[src/rtl/iq_issue.sv]
// iq_issue: issue side of an issue queue. Holds entries written by the
// assigner, wakes sources on writeback broadcasts, selects one eligible
// entry per cycle into a valid/ready output register, and reports the
// freed entry index back to the assigner.
//
// Optional macro IQ_AGE_SELECT_EN: oldest-first select through an age
// matrix. Without it, the lowest-index eligible entry wins.
//
// Ports:
//   clk, reset_          clock, asynchronous active-low reset
//   flush                synchronous clear of entries and output register
//   alloc_*              entry write from the assigner
//   wb_valid, wb_sb_id   writeback wakeup broadcast
//   entry_busy           occupancy vector to the assigner
//   release_valid/idx    one-cycle pulse naming the freed entry
//   issue_valid/ready    handshake to the execution unit
//   issue_sb_id/idx      destination tag and source entry of the issue
`ifndef SbDepth
`define SbDepth 16
`endif

module iq_issue #(
   parameter  int unsigned IQ_DEPTH = 8,
   parameter  int unsigned SB_DEPTH = `SbDepth,
   localparam int unsigned IQ       = $clog2(IQ_DEPTH),
   localparam int unsigned SB       = $clog2(SB_DEPTH)
) (
   input  logic                clk,
   input  logic                reset_,
   input  logic                flush,
   input  logic                alloc_valid,
   input  logic [IQ-1:0]       alloc_idx,
   input  logic [SB-1:0]       alloc_sb_id,
   input  logic [SB-1:0]       alloc_src1_tag,
   input  logic [SB-1:0]       alloc_src2_tag,
   input  logic                alloc_src1_rdy,
   input  logic                alloc_src2_rdy,
   input  logic                wb_valid,
   input  logic [SB-1:0]       wb_sb_id,
   output logic [IQ_DEPTH-1:0] entry_busy,
   output logic                release_valid,
   output logic [IQ-1:0]       release_idx,
   output logic                issue_valid,
   input  logic                issue_ready,
   output logic [SB-1:0]       issue_sb_id,
   output logic [IQ-1:0]       issue_idx
);

   logic [IQ_DEPTH-1:0]         busy_q;
   logic [IQ_DEPTH-1:0]         src1_rdy_q;
   logic [IQ_DEPTH-1:0]         src2_rdy_q;
   logic [IQ_DEPTH-1:0][SB-1:0] src1_tag_q;
   logic [IQ_DEPTH-1:0][SB-1:0] src2_tag_q;
   logic [IQ_DEPTH-1:0][SB-1:0] sb_id_q;

   logic [IQ_DEPTH-1:0] eligible_c;
   logic [IQ_DEPTH-1:0] cand_c;
   logic [IQ_DEPTH-1:0] grant_c;
   logic [IQ-1:0]       sel_idx_c;
   logic                sel_valid_c;
   logic                out_free_c;
   logic                alloc_ok_c;

   assign entry_busy = busy_q;

   // Eligibility uses registered state only, so a wakeup or allocate
   // becomes selectable one cycle later.
   always_comb begin
      eligible_c  = busy_q & src1_rdy_q & src2_rdy_q;
      out_free_c  = !issue_valid || issue_ready;
      sel_valid_c = out_free_c && (|eligible_c);
      alloc_ok_c  = alloc_valid && !busy_q[alloc_idx];
   end

`ifdef IQ_AGE_SELECT_EN
   // age_q[j][i] set means entry j is older than entry i.
   logic [IQ_DEPTH-1:0][IQ_DEPTH-1:0] age_q;

   // Keep only eligible entries with no older eligible entry.
   always_comb begin
      cand_c = '0;
      for (int i = 0; i < int'(IQ_DEPTH); i++) begin
         logic older;
         older = 1'b0;
         for (int j = 0; j < int'(IQ_DEPTH); j++) begin
            if (eligible_c[j] && age_q[j][i]) older = 1'b1;
         end
         cand_c[i] = eligible_c[i] && !older;
      end
   end

   // New entry is younger than everything that stays resident.
   always_ff @(posedge clk or negedge reset_) begin
      if (!reset_) begin
         age_q <= '0;
      end else if (flush) begin
         age_q <= '0;
      end else if (alloc_ok_c) begin
         for (int j = 0; j < int'(IQ_DEPTH); j++) begin
            age_q[alloc_idx][j] <= 1'b0;
            age_q[j][alloc_idx] <= busy_q[j] && !grant_c[j];
         end
      end
   end
`else
   always_comb cand_c = eligible_c;
`endif

   // Lowest-index candidate; with age select there is exactly one.
   always_comb begin
      sel_idx_c = '0;
      for (int i = int'(IQ_DEPTH) - 1; i >= 0; i--) begin
         if (cand_c[i]) sel_idx_c = IQ'(i);
      end
      grant_c = sel_valid_c ? (IQ_DEPTH'(1) << sel_idx_c) : '0;
   end

   // Entry storage: occupancy, tags, and source readiness with wakeup.
   always_ff @(posedge clk or negedge reset_) begin
      if (!reset_) begin
         busy_q     <= '0;
         src1_rdy_q <= '0;
         src2_rdy_q <= '0;
         src1_tag_q <= '0;
         src2_tag_q <= '0;
         sb_id_q    <= '0;
      end else if (flush) begin
         busy_q     <= '0;
         src1_rdy_q <= '0;
         src2_rdy_q <= '0;
      end else begin
         for (int i = 0; i < int'(IQ_DEPTH); i++) begin
            if (busy_q[i] && wb_valid && (src1_tag_q[i] == wb_sb_id)) src1_rdy_q[i] <= 1'b1;
            if (busy_q[i] && wb_valid && (src2_tag_q[i] == wb_sb_id)) src2_rdy_q[i] <= 1'b1;
         end
         busy_q <= (busy_q & ~grant_c) | (alloc_ok_c ? (IQ_DEPTH'(1) << alloc_idx) : '0);
         if (alloc_ok_c) begin
            sb_id_q[alloc_idx]    <= alloc_sb_id;
            src1_tag_q[alloc_idx] <= alloc_src1_tag;
            src2_tag_q[alloc_idx] <= alloc_src2_tag;
            // Same-cycle writeback bypass into the new entry.
            src1_rdy_q[alloc_idx] <= alloc_src1_rdy || (wb_valid && (wb_sb_id == alloc_src1_tag));
            src2_rdy_q[alloc_idx] <= alloc_src2_rdy || (wb_valid && (wb_sb_id == alloc_src2_tag));
         end
      end
   end

   // Output register and release pulse.
   always_ff @(posedge clk or negedge reset_) begin
      if (!reset_) begin
         issue_valid   <= 1'b0;
         issue_sb_id   <= '0;
         issue_idx     <= '0;
         release_valid <= 1'b0;
         release_idx   <= '0;
      end else if (flush) begin
         issue_valid   <= 1'b0;
         release_valid <= 1'b0;
      end else begin
         release_valid <= sel_valid_c;
         if (out_free_c) issue_valid <= sel_valid_c;
         if (sel_valid_c) begin
            release_idx <= sel_idx_c;
            issue_idx   <= sel_idx_c;
            issue_sb_id <= sb_id_q[sel_idx_c];
         end
      end
   end

   // Writing an occupied entry is a protocol error; the write is dropped.
   a_alloc_free: assert property (@(posedge clk) disable iff (!reset_)
      (alloc_valid && !flush) |-> !busy_q[alloc_idx]);

endmodule

[config.mk]
export PLATFORM = sky130hd
export DESIGN_NAME = iq_issue
export DESIGN_NICKNAME = d
export VERILOG_FILES = /design/src/rtl/iq_issue.sv
export SDC_FILE = /design/constraint.sdc
export NUM_CORES = 1
export LEC_CHECK = 0
export CORE_ASPECT_RATIO = 0.6
export CORE_MARGIN = 5
export CORE_UTILIZATION = 29
export CTS_CLUSTER_DIAMETER = 40
export CTS_CLUSTER_SIZE = 20
export DETAILED_ROUTE_END_ITERATION = 12
export GPL_TIMING_DRIVEN = 0
export PLACE_DENSITY_LB_ADDON = 0.08
export SYNTH_ARGS = -nofsm -noshare
export SYNTH_HDL_FRONTEND = slang
export SYNTH_SLANG_ARGS = --single-unit
[constraint.sdc]
create_clock -name clk -period 3.4 [get_ports clk]
set_input_delay 0.68 -clock clk [delete_from_list [all_inputs] [get_ports clk]]
set_output_delay 0.68 -clock clk [all_outputs]
set_load 0.05 [all_outputs]
After elaboration in Yosys (flattened, before gate mapping)
Cells that the tools add are included.
{"block": "word_totals", "mem_count": 0, "latchBits": 0, "out_inout_bits": 20, "romBits": 0, "reg_bits": 129, "mem_bits_rw": 0, "elab_cells": 161, "inputBits": 27}
{"block": "classes", "bitwise_logic": 6, "n_lt_le_gt_ge": 3, "n_reduce_logical": 38, "n_eq_ne": 18, "shifts": 2, "add_sub_neg": 0, "n_div": 0, "multipliers": 0, "mux": 63}
{"operator": "bitwise mux 32 bit", "n": 3}
{"operator": "== test 4 bit", "n": 18}
{"operator": "2-to-1 mux 8 bit", "n": 7}
{"operator": "2-to-1 mux 1 bit", "n": 37}
{"operator": "logical AND 1 bit", "n": 29}
{"operator": "AND 8 bit", "n": 3}
{"operator": "2-to-1 mux 3 bit", "n": 8}
{"operator": "bitwise mux 8 bit", "n": 2}
{"operator": "<< shifter 1 x 3 -> 8 bit (first input constant)", "n": 2}
{"operator": "binary-select mux 4 bit (select 3 bit)", "n": 1}
{"operator": "demux 4 bit (select 3 bit)", "n": 1}
{"operator": "< comparator 3 x 4 -> 1 bit (second input constant)", "n": 2}
{"operator": "2-to-1 mux 4 bit", "n": 2}
{"operator": "inverter 8 bit", "n": 1}
{"operator": "OR 8 bit", "n": 1}
{"operator": "OR reduction 8 bit", "n": 1}
{"operator": "AND reduction 2 bit", "n": 2}
{"operator": "binary-select mux 1 bit (select 3 bit)", "n": 1}
{"operator": "demux 1 bit (select 3 bit)", "n": 1}
{"operator": ">= comparator 3 x 1 -> 1 bit (second input constant)", "n": 1}
{"operator": "logical OR 1 bit", "n": 3}
{"operator": "logical NOT 1 bit", "n": 2}
{"operator": "nonzero test 2 bit", "n": 1}
{"operator": "inverter 1 bit", "n": 1}

Depth between registers and ports, before layout
Gate-level depths: netlist (run 1).
{"block": "depth", "depth_word": 16, "depth_mapped": 7, "depth_no_buf": 6}

Worst setup path after synthesis (run 1)
No wires, ideal clock.
{"block": "synth_timing", "kind": "input -> register", "start": "input alloc_idx[0]", "end": "register sb_id_q[18] in the netlist's numbering", "arrival_time_ns": 2.287, "setup_ns": 0.125, "n_path_buf": 1, "slack_ns": 0.988, "cell_stages": 5, "required_ns": 3.275, "cell_sequence": "mux4_2 -> or3_4 -> nor3_4 -> buf_6 -> mux2_2"}
{"block": "synth_via", "elab_chain_cells": 5, "word_cells_on_any_way": 11, "cone_classes": "order compare (2); mux (5); reduce/logical (4)"}
{"element": "start, declared", "line": "32", "rtl": "input logic [IQ-1:0] alloc_idx,"}
{"element": "< comparator 3 x 4 -> 1 bit (implied by the code) (tied with other cells)", "line": "138", "rtl": "sb_id_q[alloc_idx] <= alloc_sb_id;"}
{"element": "logical AND 1 bit (implied by the code) or 2-to-1 mux 1 bit (tied branches)", "line": "138, 72"}
{"element": "2-to-1 mux 4 bit (implied by the code) or logical NOT 1 bit (tied branches)", "line": "138, 72"}
{"element": "demux 4 bit (select 3 bit) or logical AND 1 bit (tied branches)", "line": "138, 72"}
{"element": "bitwise mux 32 bit or AND reduction 2 bit (tied branches)"}
{"element": "end signal, assigned by index", "line": "138"}
{"element": "end, declared", "line": "54", "rtl": "logic [IQ_DEPTH-1:0][SB-1:0] sb_id_q;"}
Several ways; a longest one is shown, not always the timed one. The select of a mux whose other input is x is not followed.
A chain may end at the register's enable or synchronous reset.

Final worst setup path (run 1)
{"block": "layout_timing", "start": "input alloc_idx[0]", "end": "register src2_tag_q[10] in the netlist's numbering"}
{"block": "layout_via", "elab_chain_cells": 5, "word_cells_on_any_way": 11, "cone_classes": "order compare (2); mux (5); reduce/logical (4)"}
{"element": "< comparator 3 x 4 -> 1 bit (implied by the code) (tied with other cells)", "line": "140", "rtl": "src2_tag_q[alloc_idx] <= alloc_src2_tag;"}
{"element": "logical AND 1 bit (implied by the code) or 2-to-1 mux 1 bit (tied branches)", "line": "140, 72"}
{"element": "2-to-1 mux 4 bit (implied by the code) or logical NOT 1 bit (tied branches)", "line": "140, 72"}
{"element": "demux 4 bit (select 3 bit) or logical AND 1 bit (tied branches)", "line": "140, 72"}
{"element": "bitwise mux 32 bit or AND reduction 2 bit (tied branches)"}
{"element": "end signal, assigned by index", "line": "140"}
{"element": "end, declared", "line": "53", "rtl": "logic [IQ_DEPTH-1:0][SB-1:0] src2_tag_q;"}
Several ways; a longest one is shown, not always the timed one. The select of a mux whose other input is x is not followed.

==> results_dict.tcl, run 1 <==
set metrics [dict create \
    cts.path.max_buffers 2 \
    synth_warnings 0 \
    internal-power_mw 3.27 \
    ys_seq_elements 129 \
    layout.nets 607 \
    vias_per_cell 4.98 \
    ant_nets 0 \
    cts_hold_buf 0 \
    drtIter0Drc 228 \
    p_clk_share_pct 38.6 \
    port_buffers 33 \
    rows 42 \
    wl_per_cell_um 21.2 \
    hpwl_mm 13.9 \
    setup_viol 0 \
    hold_path_class "primary input to asynchronous set/reset pin" \
    rsz0062_at_grt "false" \
    crit_required_ns 3.70 \
    power_per_cell_area_nw_per_um2 578 \
    yosysUniqueCellTypes 42 \
    antenna_found_initial 1 \
    crit_fanout 10 \
    path_cells "clkdlybuf4s50_1 > nand2b_1 > or3_1 > clkbuf_1 > nor2_1 > buf_2 > mux2_2" \
    grt_pass1_wl_mm 29.3 \
    clock_latency_ns 0.42 \
    power_switching_share_pct 26.1 \
    die_h_um 125 \
    synth_fp_nets 554 \
    clk_pin_slew_ns 0.05 \
    layoutNonFillerInstCount 878 \
    numCtsBuffers 17 \
    grt_max_degree 87 \
    critPathBufInv 3 \
    routed_wirelength_mm 18.6 \
    synth-edff-count 0 \
    syn_to_final_growth_pct 20.0 \
    dp_cells 847 \
    final.setup.tns_ns 0 \
    cp_top_family "buffers and inverters" \
    diodes 0 \
    hold_viol_final 0 \
    synth_area_um2 6370 \
    ios 47 \
    fin_area_um2 7640 \
    start_util_pct 29.2 \
    core-area_um2 21800 \
    fin_crit_sh_pct 88.1 \
    cts.sinks 129 \
    synthCells 527 \
    drc 0 \
    dr.pass1.iters 5 \
    reg2reg_from "entry_busy[6]" \
    ys_async_sr_fraction_pct 100 \
    ir_drop_mv 0.346 \
    drv_slew 0 \
    avgSynthCellArea_um2 12.1 \
    cts_root_buffer "clkbuf_16" \
    synth_flop_cell "dfrtp_1" \
    grtUsageTotal_pct 15.6 \
    cp-start-kind "primary input" \
    max_stage_delay_ns 0.62 \
    fin_crit_ns 2.99 \
    grt_pass1_vias 4664 \
    power_mw 4.42 \
    hold-worst-slack_ns 0.176 \
    cp-startpoint "alloc_idx[0]" \
    power.switching_mw 1.15 \
    drv_cap 0 \
    crit_type "primary input to flop" \
    vias 4369 \
    die_w_um 201 \
    fmax_mhz 334 \
    fp.dieArea_um2 25100 \
    pwr-share-comb_pct 16.2 \
    max-slew-margin-rel_pct 29.2 \
    ys_seq_area_share_pct 50.7 \
    grt_remaining_overflow 0 \
    endpoint_kind "flop" \
    tritoncts "done" \
    p_seq_share_pct 45.2 \
    clock_skew_ns 0.00608 \
    worstPathArrival_ns 3.30 \
    tightest_slew_ns 1.06 \
    p_leak_nw 3.22 \
    cp_slowest_cell "clkdlybuf4s50_1" \
    run_status "finished, final reports clean" \
    place_area_um2 7090 \
    h-tree-depth 4 \
    cts_resized 0 \
    postCtsSetupBuffers 0 \
    gp_congestion 0.779 \
    drive_gt1_share_pct 27.9 \
]
==> flip-flops by register name, indices dropped and copies added, names as in the netlist <==
signal	count
entry_busy	8
issue_sb_id	4
issue_valid	1
release_idx	3
release_valid	1
sb_id_q	32
src1_rdy_q	8
src1_tag_q	32
src2_rdy_q	8
src2_tag_q	32
==> per-layer routing <==
metal	global-route usage [%]	wire (um)	vias up
li1	-	-	1985
met4	3.98	185	0
met3	3.43	880	13
met2	20.2	7150	104
met1	25.4	10400	2267
met5	0	0	-
==> stage by stage <==
step | setup WS [ns] | util [%]
2_1_floorplan | 0.988 | -
3_3_place_gp | -3.69 | 32.4
3_5_place_dp | -0.0233 | 32.5
4_1_cts | 0.413 | 35.0
5_1_grt | 0.287 | 35.0
6_report | 0.405 | 35.0
==> logic make-up after synthesis <==
| family | after synthesis | synth area share (%) |
|---|---|---|
| muxes | 115 | 20.3 |
| AOI/OAI and AO/OA | 64 | 7.21 |
| DFF | 129 | 50.7 |
| buffers and inverters | 41 | 3.10 |
| and+or+nand+nor | 106 | 8.76 |
| xor gates and xnor gates | 72 | 9.90 |
==> area by class of cell <==
cell class	count	area (um2)
multi-input cells	357	2940
clock buffers	26	529
plain buffers	38	186
clock inverters	5	25.0
repair buffers	34	359
flip-flops and latches	129	3230
well taps	286	358
fillers	2132	14200
inverters	3	11.3
==> synthesized netlist by cell type (4+ instances only) <==
library cell	number	area share, %
buf_4	7	0.82
and3_1	4	0.39
a21oi_1	15	1.2
mux2_2	106	19
nor3_1	24	1.9
xor2_1	54	7.4
buf_1	8	0.47
nand3_1	12	0.94
nor4_1	5	0.49
xnor2_1	18	2.5
nand2_1	13	0.77
a41oi_1	12	1.6
o21ai_0	9	0.71
dfrtp_1	129	51
clkbuf_1	14	0.82
buf_2	8	0.63
nor2_1	27	1.6
mux2i_1	8	1.3
a221oi_1	8	1.1
a211oi_1	10	1.2
or3_1	5	0.49
==> final timing paths <==
check | to | slack [ns] | depth (start not counted)
max | src2_tag_q[10] | 0.41 | 7
min | release_valid | 0.18 | 1
max reg2reg | issue_sb_id[0] | 0.60 | 5
min reg2reg | sb_id_q[31] | 0.50 | 1
max in group asynchronous | src1_tag_q[20] | 2.40 | 2
min in group clk | sb_id_q[31] | 0.50 | 1
==> placed cells by master (no fill, tap or decap), types with 4 or more instances in the layout <==
cell	synthesis	layout
and3_1	4	4
a221oi_1	8	8
xnor2_1	18	18
clkbuf_8	0	7
xor2_1	54	54
buf_1	8	8
a21oi_1	15	15
mux2_2	106	106
clkdlybuf4s50_1	0	32
clkbuf_1	14	16
nor2_1	27	27
nor3_1	24	24
clkbuf_16	0	17
nand2_1	13	13
dfrtp_1	129	129
a41oi_1	12	12
mux2i_1	8	8
a211oi_1	10	10
clkinv_2	0	5
or3_1	5	5
buf_4	7	7
o21ai_0	9	9
nor4_1	5	5
buf_2	8	8
nand3_1	12	12
==> power by group through the flow <==
stage,combinational (mW),sequential (mW),clock [mW]
floorplan,0.511,2.00,0
detailed placement,0.727,2.02,0
global placement,0.706,2.01,0
CTS,0.729,2.00,1.77
global route,0.797,2.04,1.84
finish,0.714,2.00,1.71
(Power assumes the default switching activity.)
==> run 2, diff against run 1 <==
--- a/config.mk
+++ b/config.mk
@@ -8,6 +8,7 @@
 export CORE_ASPECT_RATIO = 0.6
 export CORE_MARGIN = 5
 export CORE_UTILIZATION = 29
+export CTS_BUF_LIST = sky130_fd_sc_hd__clkbuf_2
 export CTS_CLUSTER_DIAMETER = 40
 export CTS_CLUSTER_SIZE = 20
 export DETAILED_ROUTE_END_ITERATION = 12
==> results_dict.tcl, run 2 (same netlist as run 1, synthesis figures left out) <==
set metrics [dict create \
    drc 0 \
    syn_to_final_growth_pct 13.7 \
    run_status "finished, final reports clean" \
    routed_wirelength_mm 18.6 \
    start_util_pct 29.2 \
    fp.dieArea_um2 25100 \
    power_per_cell_area_nw_per_um2 474 \
    core-area_um2 21800 \
    cp-start-kind "flop" \
    gp_congestion 0.779 \
    layoutNonFillerInstCount 879 \
    tritoncts "done" \
    setup_viol 0 \
    r2r_end "issue_sb_id[0]" \
    drv_cap 0 \
    grtUsageTotal_pct 15.6 \
    dr.pass1.iters 5 \
    vias_per_cell 4.93 \
    reg2reg_from "entry_busy[6]" \
    crit_required_ns 2.72 \
    critPathBufInv 1 \
    hold_viol_final 0 \
    cp_top_family "buffers and inverters" \
    rows 42 \
    max_stage_delay_ns 0.88 \
    rsz0062_at_grt "false" \
    grt_pass1_vias 4657 \
    drtIter0Drc 203 \
    max-slew-margin-rel_pct 35.5 \
    die_h_um 125 \
    ir_drop_mv 0.199 \
    fmax_mhz 351 \
    cts.path.max_buffers 2 \
    cts_root_buffer "clkbuf_2" \
    numCtsBuffers 17 \
    die_w_um 201 \
    tightest_slew_ns 0.967 \
    diodes 0 \
    fin_area_um2 7240 \
    hold_path_class "primary input to asynchronous set/reset pin" \
    worstPathArrival_ns 2.17 \
    fin_crit_sh_pct 83.8 \
    cts.sinks 129 \
    clock_latency_ns 0.73 \
    wl_per_cell_um 21.2 \
    antenna_found_initial 1 \
    final_common_cell "dfrtp_1" \
    grt_max_degree 87 \
    drive_gt1_share_pct 27.0 \
    grt_pass1_wl_mm 29.3 \
    postCtsSetupBuffers 0 \
    clock_skew_ns 0.0181 \
    path_cells "clkdlybuf4s50_1" \
    clk_pin_slew_ns 0.18 \
    h-tree-depth 4 \
    layout.nets 608 \
    ant_nets 0 \
    place_area_um2 7090 \
    fin_crit_ns 2.85 \
    vias 4332 \
    crit_fanout 7 \
    hpwl_mm 13.9 \
    drv_slew 0 \
    nFillCells 2167 \
    dp_cells 847 \
    cp_slowest_cell "clkdlybuf4s50_1" \
    reg2reg_depth 5 \
    reg_top3 "sb_id_q (32), src1_tag_q (32), src2_tag_q (32)" \
    r2r_slack_ns 0.63 \
    p_leak_nw 3.06 \
    power_mw 3.44 \
    final_cell_mix "dfrtp_1 (129), mux2_2 (106), xor2_1 (54), clkdlybuf4s50_1 (32), nor2_1 (27)" \
    endpoint_kind "primary output" \
    ios 47 \
    crit_type "flop to primary output" \
    grt_remaining_overflow 0 \
    port_buffers 33 \
]
==> run 2: cell count changes in the layout (fill, tap and decap cells not counted) <==
cell           before  now
clkbuf_2            0   19
dlygate4sd3_1       0    1
clkbuf_1           16   14
clkbuf_8            7    0
clkinv_1            0    7
clkbuf_16          17    0
==> run 2: worst max-delay path by stage <==
stage,start,endpoint,slack [ns],cells past startpoint
after CTS,entry_busy[5],entry_busy[5],0.46,1
after detailed placement,alloc_idx[0],src1_tag_q[9],-0.02,7
final,entry_busy[7],entry_busy[7],0.55,1
after global routing,entry_busy[5],entry_busy[5],0.40,1
after floorplan,alloc_idx[0],sb_id_q[18],0.99,5
after global placement,reset_,src1_tag_q[23],-3.69,1
==> run 2: timing repair <==
item,CTS,global route
endpoints found under the hold margin,43,0
resized for setup,0,0
hold buffers,1,0
==> run 2: metal layers <==
metal  vias up  global-route usage (%)  wire [um]
met2       121                    20.3       7150
met4         0                    2.41         91
met5         -                       0          0
li1       1981                       -          -
met1      2222                    25.1      10200
met3         8                    4.66       1130
==> run 2: cell type report <==
class                           count  area, um2  share of cell area [%]
Sequential cell                   129       3230                    44.6
Multi-Input combinational cell    357       2940                    40.6
Timing Repair Buffer               35        369                    5.10
Tap cell                          286        358                    4.94
Buffer                             38        186                    2.57
Clock buffer                       19       95.1                    1.31
Clock inverter                     12       51.3                   0.708
Inverter                            3       11.3                   0.155
==> run 2: report_power, final <==
group          internal, mW  leakage (nW)  switching (mW)  total, mW
clock network         0.168         0.109           0.563      0.731
logic                 0.387          1.32           0.327      0.714
registers              1.82          1.62           0.175       1.99
total                  2.37          3.06            1.07       3.44
==> run 2: through the flow <==
stage / TNS (ns) / hold slack [ns] / utilization, % / setup WS [ns]
global route: 0 / 0.359 / 33.2 / 0.399
finish: 0 / 0.422 / 33.2 / 0.551
CTS: 0 / 0.371 / 33.2 / 0.457
global placement: -474.10 / 0.487 / 32.4 / -3.69
detailed placement: -0.180 / 0.492 / 32.5 / -0.0233
floorplan: 0 / 0.384 / - / 0.988
==> run 3, diff against run 2 <==
==> constraint.sdc (replaced) <==
create_clock -name clk -period 2.4 [get_ports clk]
set_input_delay 0.48 -clock clk [delete_from_list [all_inputs] [get_ports clk]]
set_output_delay 0.48 -clock clk [all_outputs]
set_load 0.05 [all_outputs]
==> results_dict.tcl, run 3 (same netlist as run 1, synthesis figures left out) <==
set metrics [dict create \
    clock_latency_ns 0.72 \
    vias 4447 \
    violations "negative setup slack" \
    layout_setup_ws_ns -0.0494 \
    drive_gt1_share_pct 31.9 \
    fin_area_um2 7460 \
    endpoint_kind "flop" \
    layout.nets 624 \
    worstPathArrival_ns 3.06 \
    die_w_um 201 \
    rows 42 \
    die_h_um 125 \
    dr.pass1.iters 6 \
    r2r_slack_ns 0.03 \
    fin_crit_ns 2.45 \
    final.setup.tns_ns -0.516 \
    r2r_end "src2_tag_q[16]" \
    cp_slowest_cell "clkdlybuf4s50_1" \
    port_buffers 33 \
    routed_wirelength_mm 19.1 \
    syn_to_final_growth_pct 17.1 \
    final_common_cell "dfrtp_1" \
    layoutNonFillerInstCount 896 \
    place_area_um2 7090 \
    h-tree-depth 4 \
    vias_per_cell 4.96 \
    reg_top3 "sb_id_q (32), src1_tag_q (32), src2_tag_q (32)" \
    grtUsageTotal_pct 15.6 \
    grt_max_degree 87 \
    drv_cap 0 \
    path_cells "clkdlybuf4s50_1 > mux4_2 > or3_4 > nor3_4 > buf_6 > mux2_2" \
    cts.path.max_buffers 2 \
    clk_pin_slew_ns 0.17 \
    gp_congestion 0.779 \
    drv_slew 0 \
    wl_per_cell_um 21.3 \
    antenna_found_initial 1 \
    fin_crit_sh_pct 102 \
    cts_root_buffer "clkbuf_2" \
    tightest_slew_ns 1.04 \
    crit_type "primary input to flop" \
    crit_required_ns 3.01 \
    nFillCells 2161 \
    drtIter0Drc 241 \
    ios 47 \
    reg2reg_from "entry_busy[7]" \
    hold_path_class "primary input to asynchronous set/reset pin" \
    fmax_mhz 408 \
    hpwl_mm 13.9 \
    rsz0062_at_grt "true" \
    max_stage_delay_ns 0.74 \
    max-slew-margin-rel_pct 30.3 \
    cts.sinks 129 \
    grt_use_met1_pct 25.2 \
    power_mw 4.89 \
    core-area_um2 21800 \
    grt_remaining_overflow 0 \
    reg2reg_depth 5 \
    final_cell_mix "dfrtp_1 (125), mux2_2 (100), xor2_1 (54), nor2_1 (27)" \
    ant_nets 0 \
    tritoncts "done" \
    met3_usage_pct 4.66 \
    register_area_um2 3230 \
    grt_pass1_vias 4675 \
    run_status "finished with violations" \
    clock_skew_ns 0.0215 \
    drc 0 \
    post-place-ws_ns -0.823 \
    crit_fanout 7 \
    grt.busiest_layer "met1" \
    p_leak_nw 3.22 \
    numCtsBuffers 17 \
    setup_viol 30 \
    fp.dieArea_um2 25100 \
    dp_cells 847 \
    grt_pass1_wl_mm 29.5 \
    cp-start-kind "primary input" \
    ir_drop_mv 0.282 \
    start_util_pct 29.2 \
    use_met2_pct 20.5 \
    hold_viol_final 0 \
    power_per_cell_area_nw_per_um2 656 \
    multi_input_area_um2 3040 \
]
==> run 3: cell count changes in the layout (fill, tap and decap cells not counted), moves of 4 or more <==
cell             delta
clkdlybuf4s50_1    -20
buf_4              +14
dlygate4sd2_1      +12
mux2_2              -6
mux2_4              +6
clkbuf_2            +4
clkdlybuf4s15_1     +4
dfrtp_1             -4
dfrtp_2             +4
==> run 3: per-stage QoR <==
| step | util [%] | hold slack [ns] |
|---|---|---|
| finish | 34.2 | 0.225 |
| global route | 34.2 | 0.159 |
| CTS | 33.3 | 0.171 |
| detailed placement | 32.5 | 0.437 |
| global placement | 32.4 | 0.487 |
| floorplan | - | 0.184 |
==> run 3: worst max-delay path: cells and delay by family <==
kind	cells	cell delay (ns)
AND/OR/NAND/NOR	2	0.69
multiplexers	2	0.93
buffers and inverters	2	0.93
==> run 3: what timing repair did <==
action	in CTS	in global routing
resized for setup	32	31
pin swaps	1	3
endpoints found under the setup margin	28	42
setup buffers	1	14
cloned	0	1
hold buffers	1	0
endpoints found under the hold margin	43	0
==> run 3: power breakdown <==
group / switching [mW] / leakage [nW] / total (mW) / internal (mW)
sequential: 0.255 / 1.62 / 2.83 / 2.57
combinational: 0.473 / 1.50 / 1.03 / 0.560
clock: 0.793 / 0.109 / 1.03 / 0.239
total: 1.52 / 3.22 / 4.89 / 3.37
==> run 3: worst max path at each step <==
stage / slack (ns) / to / from / cells past startpoint
5_1_grt: -0.03 / issue_sb_id[2] / entry_busy[6] / 7
6_report: -0.05 / src2_tag_q[16] / alloc_idx[0] / 6
4_1_cts: 0.02 / issue_sb_id[0] / entry_busy[6] / 7
2_1_floorplan: 0.02 / sb_id_q[18] / entry_busy[7] / 5
3_3_place_gp: -4.49 / src1_tag_q[23] / reset_ / 1
3_5_place_dp: -0.82 / src1_tag_q[9] / alloc_idx[0] / 7
==> run 3: cell type report <==
cell class | instances | share of cell area [%]
Timing Repair Buffer | 51 | 6.31
Sequential cell | 129 | 43.3
Tap cell | 286 | 4.80
Clock buffer | 19 | 1.27
Inverter | 3 | 0.151
Clock inverter | 12 | 0.688
Antenna cell | 1 | 0.0335
Buffer | 38 | 2.70
Multi-Input combinational cell | 357 | 40.7
==> run 3: metal layers <==
layer  part of all wire [%]  vias to the layer above
met5                      0                        -
met4                   0.46                        0
met3                    5.2                        8
met2                     39                      113
met1                     56                     2308
li1                       -                     2018
